## config.mk

```make
export PLATFORM = sky130hd
export DESIGN_NAME = jt5205_interpol
export DESIGN_NICKNAME = d
export VERILOG_FILES = /design/src/rtl/jt5205_interpol.sv
export SDC_FILE = /design/constraint.sdc
export NUM_CORES = 1
export LEC_CHECK = 0
export CORE_UTILIZATION = 55
export DETAILED_ROUTE_END_ITERATION = 6
export GPL_TIMING_DRIVEN = 1
export PLACE_DENSITY = 0.84
export SLEW_MARGIN = 5
export SYNTH_ARGS = -nofsm -noshare
export SYNTH_HDL_FRONTEND = slang
export SYNTH_SLANG_ARGS = --single-unit
```

## constraint.sdc

```tcl
create_clock -name clk -period 5.5 [get_ports clk]
set_clock_uncertainty 0.2 [all_clocks]
set_input_delay 1.1 -clock clk [delete_from_list [all_inputs] [get_ports clk]]
set_output_delay 1.1 -clock clk [all_outputs]
set_load 0.005 [all_outputs]
```

## src/rtl/jt5205_interpol.sv

```systemverilog
// 2^LOG2R-times upsampler for ADPCM samples: linear ramp from the previous sample or zero-order hold.
// dout is registered and changes only on the cen_out edge. There is no backpressure; strobes are free-running.
module jt5205_interpol #(
  parameter int DW    = 12,
  parameter int LOG2R = 1
) (
  input  logic          clk,
  input  logic          rst,
  input  logic          cen_in,
  input  logic          cen_out,
  input  logic          lin,
  input  logic [DW-1:0] din,
  output logic [DW-1:0] dout
);

  localparam int AW = DW + LOG2R + 1;
  localparam int SW = LOG2R + 1;
  localparam logic [SW-1:0] R = SW'(1 << LOG2R);

  logic signed [DW-1:0] cur;
  logic signed [DW:0]   delta;
  logic signed [AW-1:0] acc;
  logic [SW-1:0]        step;

  logic signed [DW:0]   new_delta;
  logic signed [AW-1:0] cur_sc;
  logic signed [AW-1:0] base;
  logic signed [AW-1:0] inc;
  logic signed [AW-1:0] acc_nxt;
  logic                 stepping;

  assign new_delta = $signed({din[DW-1], din}) - $signed({cur[DW-1], cur});
  assign cur_sc    = $signed({cur[DW-1], cur, {LOG2R{1'b0}}});

  // A coincident reload feeds the first step directly, so the step path
  // always works from the values the reload would have produced.
  assign base     = cen_in ? cur_sc : acc;
  assign inc      = cen_in ? $signed({{LOG2R{new_delta[DW]}}, new_delta})
                           : $signed({{LOG2R{delta[DW]}}, delta});
  assign acc_nxt  = base + inc;
  assign stepping = cen_in || (step < R);

  always_ff @(posedge clk) begin
    if (rst) begin
      cur   <= '0;
      delta <= '0;
      acc   <= '0;
      step  <= R;
      dout  <= '0;
    end else begin
      if (cen_in) begin
        cur   <= din;
        delta <= new_delta;
      end
      if (cen_out && stepping) begin
        acc  <= acc_nxt;
        step <= cen_in ? SW'(1) : step + SW'(1);
      end else if (cen_in) begin
        acc  <= cur_sc;
        step <= '0;
      end
      // Hold mode ignores step saturation; linear mode freezes once the ramp is done.
      if (cen_out) begin
        if (!lin)
          dout <= cen_in ? din : cur;
        else if (stepping)
          dout <= acc_nxt[LOG2R +: DW];
      end
    end
  end

endmodule

```

After elaboration in Yosys (flattened, before gate mapping):

Cells that the tools add are included.

* add/sub/neg operators: 3
* mux-type cells: 9
* divide/modulo/power cells: 0
* multiply operators: 0
* reductions and logical operators: 4
* eq/ne operators: 1
* shift operators: 0
* bitwise operators: 0
* $lt $le $gt $ge: 1

Operators with widths (count)
* $mux W14: 3
* $mux W12: 3
* $add A14 B14 Y14: 1
* $sub A12 B12 Y13: 1
* $mux W2: 3
* $add A2 B1 Y2 const B: 1
* $lt A2 B2 Y1 const B: 1
* $ne A2 B1 Y1 const B: 1
* $reduce_and A2 Y1: 1
* $reduce_bool A2 Y1: 1
* $logic_and A1 B1 Y1: 1
* $logic_or A1 B1 Y1: 1

* memories kept: 0
* register bits after elaboration: 53
* latch bits: 0
* bits of input ports: 17
* memory bits (read-only): 0
* bits in writable memories: 0

Logic depth before layout (Yosys ltp):

Gate-level depths: netlist of run 1.

* depth in word-level cells: 5
* gate-level depth with buffers: 17

Least setup slack after synthesis of run 1:

No wires, ideal clock.

* kind: input to register
* start: input port din[0]
* end: register dout[11]
* cell stages on the path: 17
* buffers on the path: 0
* data arrival time: 4.124 ns
* slack: 1.075 ns
* library setup time: 0.101 ns
* cell sequence: inv_1 -> ha_1 -> fa_1 -> nor2b_4 -> o31a_1 -> o21a_1 -> nor2_1 -> xnor2_1 -> mux2_2 -> ha_1 -> or2_1 -> nor3b_1 -> a21oi_1 -> a21oi_1 -> xnor3_1 -> nor2_1 -> o41ai_1

* longest elaborated chain between the ends: 5

Ends and longest elaborated chain
* start: declaration: line 12 `input logic [DW-1:0] din,`
* $sub A12 B12 Y13: line 32 `assign new_delta = $signed({din[DW-1], din}) - $signed({cur[DW-1], cur});`
* $mux W14: line 38 `assign inc = cen_in ? $signed({{LOG2R{new_delta[DW]}}, new_delta})`
* $add A14 B14 Y14: line 40 `assign acc_nxt = base + inc;`
* $mux W12: line 66 `else if (stepping)`
* $mux W12: line 64 `if (!lin)`
* end signal: assignment: line 65 `dout <= cen_in ? din : cur;`
* end signal: assignment: line 67 `dout <= acc_nxt[LOG2R +: DW];`
* end: declaration: line 13 `output logic [DW-1:0] dout`

No other way between the ends. The select of a mux whose other input is x is not followed.
A chain may end at the register's enable or synchronous reset.

Worst setup path in the final report of run 1:

Ends and elaborated chain as after synthesis.

==> results of run 1 <==
## cells in the final DEF (no fill, tap or decap), types with 2 or more instances in the layout
master,netlist,routed
and2_1,15,15
xnor2_1,15,15
dfxtp_1,52,52
xor2_1,2,2
mux2_2,14,14
a21oi_1,41,41
clkdlybuf4s50_1,0,27
clkbuf_8,0,6
nor2b_1,5,5
nand3_1,11,11
o41ai_1,2,2
nor2_1,46,46
nor3_1,13,13
o21a_1,7,7
a31oi_1,2,2
o211ai_1,2,2
fa_1,2,2
a211oi_1,6,6
or3_1,2,2
mux2i_1,15,15
a21o_1,4,4
nor4_1,2,2
nand2_1,39,39
nand2b_1,3,3
o21ai_0,17,17
ha_1,25,25
inv_1,17,17
buf_4,0,2
## synthesized netlist by cell type, types with 3 or more instances
master,count,area (um^2)
mux2_2,14,158
nand3_1,11,55.1
nor2b_1,5,31.3
nand2_1,39,146
o21ai_0,17,85.1
dfxtp_1,52,1040
o21a_1,7,52.6
buf_1,7,26.3
nand2b_1,3,18.8
and2_1,15,93.8
clkbuf_1,9,33.8
nor2_1,46,173
mux2i_1,15,150
a21oi_1,41,205
a21o_1,4,30.0
nor3_1,13,65.1
a211oi_1,6,45.0
xnor2_1,15,131
inv_1,17,63.8
ha_1,25,313
## registers in the layout, indices dropped and copies added, names as in the netlist
register	cells
delta	13
acc	13
dout	12
cur	12
step	2
## layer usage
metal / track usage, % / up-vias
met4: 8.57 / 0
met3: 4.69 / 8
met1: 36.0 / 1354
met2: 41.9 / 103
li1: - / 1442
met5: 0 / -
## power breakdown
| group | internal, mW | leakage, nW | switching (mW) |
|---|---|---|---|
| registers | 0.411 | 0.429 | 0.0140 |
| clock network | 0.103 | 0.0445 | 0.132 |
| logic | 0.168 | 1.07 | 0.204 |
| total | 0.681 | 1.55 | 0.350 |
## through the flow
step           util [%]  hold slack, ns  area, um^2  power (mW)
2_1_floorplan         -           0.244        3330       0.703
3_3_place_gp       64.2           0.239        3650       0.780
3_5_place_dp       64.2           0.245        3650       0.794
4_1_cts            65.9           0.256        3740        1.03
5_1_grt            65.9           0.280        3740        1.09
6_report           65.9           0.254        3740        1.03
## worst max path at each step
stage,endpoint,from,slack [ns]
6_report,dout[11],din[0],0.55
5_1_grt,dout[11],din[0],0.33
4_1_cts,dout[11],din[0],0.56
3_5_place_dp,dout[11],din[0],0.25
3_3_place_gp,dout[11],din[0],0.41
2_1_floorplan,dout[11],din[0],1.07
## area by class of cell
class | instances | area [um^2]
clock buffers | 7 | 86.3
clock inverters | 1 | 7.51
fillers | 484 | 1940
inverters | 18 | 67.6
multi-input cells | 315 | 2160
flip-flops and latches | 52 | 1040
well taps | 72 | 90.1
repair buffers | 30 | 290
## worst max-delay path: cells and delay by family
kind,cells,cell delay (ns)
adder cells (fa/ha/maj),3,1.00
AO/OA/AOI/OAI,5,0.95
XOR/XNOR,2,0.50
multiplexers,1,0.28
buffers and inverters,2,0.54
AND/OR/NAND/NOR,5,0.60
## cell families (layout without fill, tap and decap cells)
| family | Yosys count | after routing | share of synthesized area (%) |
|---|---|---|---|
| AO/OA/AOI/OAI | 97 | 97 | 19.3 |
| XOR/XNOR | 18 | 18 | 5.15 |
| adder cells (fa/ha/maj) | 27 | 27 | 10.6 |
| buffers and inverters | 35 | 56 | 3.98 |
| flip-flops | 52 | 52 | 31.3 |
| multiplexers | 30 | 30 | 9.69 |
| AND/OR/NAND/NOR | 143 | 143 | 20.0 |
==> flow_metrics.env, run 1 <==
export IMPL_hp_class="flip-flop to flip-flop"
export IMPL_ys_ff_latch=52
export IMPL_die_w_um=79.8
export IMPL_min_to="dout[5]"
export IMPL_cts_tree="yes"
export IMPL_syn_area_um2=3330
export IMPL_cts_repair_resize_count=0
export IMPL_die_area_um2=6370
export IMPL_reg2reg_depth=17
export IMPL_place_hpwl_um=5590
export IMPL_timing_rr_end="dout[11]"
export IMPL_routed_wl_um=7690
export IMPL_placeableCoreArea_um2=5680
export IMPL_gp_congestion=1.00
export IMPL_syn_inst=402
export IMPL_die_h_um=79.8
export IMPL_finalCriticalPeriod_ns=4.95
export IMPL_start_kind="input pin"
export IMPL_path_clk_slew_ns=0.09
export IMPL_start_util_pct=58.7
export IMPL_drt_iter0_markers=211
export IMPL_wl_met3_um=534
export IMPL_place_ws_ns=0.248
export IMPL_synth_nets=446
export IMPL_grt_pass1_wl_um=12900
export IMPL_maxSlewHeadroom_pct=53.4
export IMPL_gr_total_overflow=0
export IMPL_arrival_ns=4.97
export IMPL_ir_drop_v=0.000139
export IMPL_area_growth_pct=12.3
export IMPL_ant_nets=0
export IMPL_p_leak_nw=1.55
export IMPL_cap_violations=0
export IMPL_synth_edf_count=0
export IMPL_power_density_nw_per_um2=276
export IMPL_cp_slowest_stage_delay_ns=0.49
export IMPL_grt_pass1_vias=2679
export IMPL_max_freq_mhz=202
export IMPL_cp_cell_sequence="clkdlybuf4s50_1, inv_1, ha_1, fa_1, nor2b_4, o31a_1, o21a_1, nor2_1, xnor2_1, mux2_2, ha_1, or2_1, nor3b_1, a21oi_1, a21oi_1, xnor3_1, nor2_1, o41ai_1"
export IMPL_portBuffers=28
export IMPL_post_cts_setup_buffers=0
export IMPL_worst_pin_slew_ns=0.699
export IMPL_synth_cell_type_count=54
export IMPL_final_cells=495
export IMPL_via_count=2907
export IMPL_wl_met2_um=3490
export IMPL_cts_buffers=5
export IMPL_min_delay_path_depth=2
export IMPL_cts_sinks=52
export IMPL_ff2ff_setup_slack_ns=1.45
export IMPL_wire_per_inst_um=15.5
export IMPL_setup_viol=0
export IMPL_dp_cells=487
export IMPL_htree_levels=2
export IMPL_cts_root_buf="clkbuf_8"
export IMPL_grt_max_degree=41
export IMPL_ctsHoldBuffers=0
export IMPL_avgSynthCellArea_um2=8.29
export IMPL_ys_flop_type="dfxtp_1"
export IMPL_async_reset_ff_share_pct=0
export IMPL_drive_gt1_share_pct=8.04
export IMPL_finalSetupTns_ns=0
export IMPL_slew_violations=0
export IMPL_firstDrtPassIters=4
export IMPL_vias_per_cell=5.87
export IMPL_met1Wirelength_um=3570
export IMPL_dr_max_layer_used="met4"
export IMPL_grt_setup_unrepaired="false"
export IMPL_min_delay_start="dout[5]"
export IMPL_clock_path_buffers=2
export IMPL_yosys_warnings=0
export IMPL_slowest_stage="clkdlybuf4s50_1"
export IMPL_clk_latency_ns=0.32
export IMPL_end_kind="flip-flop"
export IMPL_layout_setup_ws_ns=0.546
export IMPL_reg2reg_from="cur[1]"
export IMPL_hold_viol_final=0
export IMPL_io_pins=29
export IMPL_cp_max_fo=3
export IMPL_nets=466
export IMPL_diodes=0
export IMPL_status="finished, final reports clean"
export IMPL_rows=27
export IMPL_ys_seq_area_share_pct=31.3
export IMPL_antenna_found_initial=0
export IMPL_fin_crit_sh_pct=90.1
export IMPL_drc=0
export IMPL_grt_usage_pct=26.4
export IMPL_required_ns=5.51
export IMPL_setup_worst_path_class="input pin to flip-flop"
Power figures use the tool's default switching activity.
==> run 2, diff against run 1 <==
--- a/config.mk
+++ b/config.mk
@@ -7,7 +7,7 @@
 export LEC_CHECK = 0
 export CORE_UTILIZATION = 55
 export DETAILED_ROUTE_END_ITERATION = 6
-export GPL_TIMING_DRIVEN = 1
+export GPL_TIMING_DRIVEN = 0
 export PLACE_DENSITY = 0.84
 export SLEW_MARGIN = 5
 export SYNTH_ARGS = -nofsm -noshare
==> run 2 against run 1 <==
Utilization grew 0.88 points. Die area is the same. Clock-buffer cell count shrank 1. First-iteration DRC count shrank 9.5%. Sequential share of layout area shrank 0.37 points. Global-route usage grew 1.0 points. Hold slack gained 0.0035 ns. Via count grew 3.7%. Critical path type unchanged. Critical endpoint unchanged. Largest cell class unchanged. Highest routed layer unchanged.
==> flow_metrics.env, run 2 (synthesized netlist as in run 1, its figures left out) <==
export IMPL_drc=0
export IMPL_setup_worst_path_class="input pin to flip-flop"
export IMPL_finalSetupTns_ns=0
export IMPL_arrival_ns=5.28
export IMPL_via_count=3015
export IMPL_status="finished, final reports clean"
export IMPL_diodes=0
export IMPL_portBuffers=28
export IMPL_place_hpwl_um=6360
export IMPL_worst_pin_slew_ns=0.678
export IMPL_vias_per_cell=5.91
export IMPL_firstDrtPassIters=4
export IMPL_setup_viol=0
export IMPL_start_util_pct=58.7
export IMPL_slew_violations=0
export IMPL_io_pins=29
export IMPL_slowest_stage="buf_1"
export IMPL_routed_wl_um=8130
export IMPL_cts_buffers=5
export IMPL_cp_max_fo=10
export IMPL_die_area_um2=6370
export IMPL_end_kind="flip-flop"
export IMPL_grt_usage_pct=27.4
export IMPL_post_cts_setup_buffers=0
export IMPL_placeableCoreArea_um2=5680
export IMPL_path_buf_inv=4
export IMPL_area_growth_pct=13.8
export IMPL_grt_pass1_wl_um=13500
export IMPL_power_density_nw_per_um2=269
export IMPL_cts_root_buf="clkbuf_8"
export IMPL_cp_slowest_stage_delay_ns=0.53
export IMPL_gr_total_overflow=0
export IMPL_path_clk_slew_ns=0.09
export IMPL_multi_input_area_um2=2160
export IMPL_cp_top_family="buffers and inverters"
export IMPL_cp_common_cell="a21oi_1"
export IMPL_grt_setup_unrepaired="false"
export IMPL_wire_per_inst_um=15.9
export IMPL_hold_viol_final=0
export IMPL_met1Wirelength_um=3750
export IMPL_final_cells=510
export IMPL_grt_max_degree=17
export IMPL_placed_area_um2=3700
export IMPL_wl_met2_um=3650
export IMPL_grt_pass1_vias=2781
export IMPL_gp_congestion=0.881
export IMPL_num_fill_cells=484
export IMPL_fin_crit_sh_pct=95.9
export IMPL_cts_repair_resize_count=0
export IMPL_hp_class="flip-flop to flip-flop"
export IMPL_required_ns=5.51
export IMPL_post_route_util_pct=66.8
export IMPL_ctsHoldBuffers=0
export IMPL_cts_sinks=52
export IMPL_die_h_um=79.8
export IMPL_final_area_um2=3790
export IMPL_clk_latency_ns=0.31
export IMPL_wl_met3_um=615
export IMPL_dp_cells=502
export IMPL_cap_violations=0
export IMPL_die_w_um=79.8
export IMPL_ant_nets=0
export IMPL_nets=481
export IMPL_dr_max_layer_used="met4"
export IMPL_layout_setup_ws_ns=0.227
export IMPL_drive_gt1_share_pct=7.31
export IMPL_final_cell_mix="dfxtp_1, nor2_1, a21oi_1, nand2_1, clkdlybuf4s50_1"
export IMPL_rows=27
export IMPL_clock_path_buffers=2
export IMPL_cp_cell_sequence="clkdlybuf4s50_1, buf_2, buf_1, clkbuf_1, a21oi_1, ha_1, fa_1, a211oi_2, o21ai_0, a21oi_1, a21oi_1, xnor3_1, nor2_1, o41ai_1"
export IMPL_p_leak_nw=1.56
export IMPL_place_ws_ns=-0.0421
export IMPL_cts_tree="yes"
export IMPL_max_freq_mhz=190
export IMPL_ir_drop_v=0.000160
export IMPL_htree_levels=2
export IMPL_maxSlewHeadroom_pct=54.8
export IMPL_antenna_found_initial=0
export IMPL_drt_iter0_markers=191
export IMPL_largestRegisters="acc x13, delta x13"
export IMPL_finalCriticalPeriod_ns=5.27
export IMPL_final_common_cell="dfxtp_1"
export IMPL_final_seq_area_um2=1040
export IMPL_start_kind="input pin"
==> run 2: area by class of cell <==
class / count / share of cell area (%)
clock buffer: 6 / 1.91
multi-input combinational: 315 / 56.9
tap: 72 / 2.38
timing repair buffer: 28 / 7.40
inverter: 18 / 1.78
clock inverter: 2 / 0.429
buffer: 17 / 1.72
sequential: 52 / 27.5
==> run 2: where the power goes <==
part           total (mW)  switching, mW  internal (mW)
clock               0.216          0.126         0.0907
combinational       0.376          0.207          0.169
sequential          0.426         0.0151          0.411
==> run 2: metrics by stage <==
stage                     hold WS, ns  power [mW]
after floorplan                 0.244       0.703
after global placement          0.237       0.788
after detailed placement        0.242       0.802
after CTS                       0.263        1.02
after global routing            0.289        1.08
final                           0.257        1.02
==> run 2: path summary, 6_finish.rpt <==
kind         startpoint        to  slack [ns]  cells after the start
max              cen_in  dout[11]        0.23                     14
min             dout[9]   dout[9]        0.26                      2
max reg2reg      cur[1]  dout[11]        1.41                     17
min reg2reg     dout[9]   dout[9]        0.26                      2
==> run 2: layer usage <==
metal / GRT usage [%] / vias to the layer above
met4: 7.32 / 0
met1: 36.4 / 1416
li1: - / 1472
met3: 3.66 / 13
met5: 0 / -
met2: 46.4 / 114
==> run 2: worst reg2reg max path, cell delays in order (launching register included) <==
cell	delay [ns]
dfxtp_1	0.42
inv_1	0.07
ha_1	0.26
nor2b_1	0.13
o21a_1	0.17
o21ai_0	0.30
a21oi_1	0.23
nor2_1	0.16
xnor2_1	0.12
mux2_2	0.30
ha_1	0.35
nand3_1	0.10
nor3b_1	0.21
a21oi_1	0.13
a21oi_1	0.23
xnor3_1	0.43
nor2_1	0.09
o41ai_1	0.07
==> run 3, diff against run 2 <==
--- a/config.mk
+++ b/config.mk
@@ -6,6 +6,8 @@
 export NUM_CORES = 1
 export LEC_CHECK = 0
 export CORE_UTILIZATION = 55
+export CTS_CLUSTER_DIAMETER = 100
+export CTS_CLUSTER_SIZE = 10
 export DETAILED_ROUTE_END_ITERATION = 6
 export GPL_TIMING_DRIVEN = 0
 export PLACE_DENSITY = 0.84
==> results of run 3 <==
The final DEF is identical to that of run 2; final timing and power are the same.
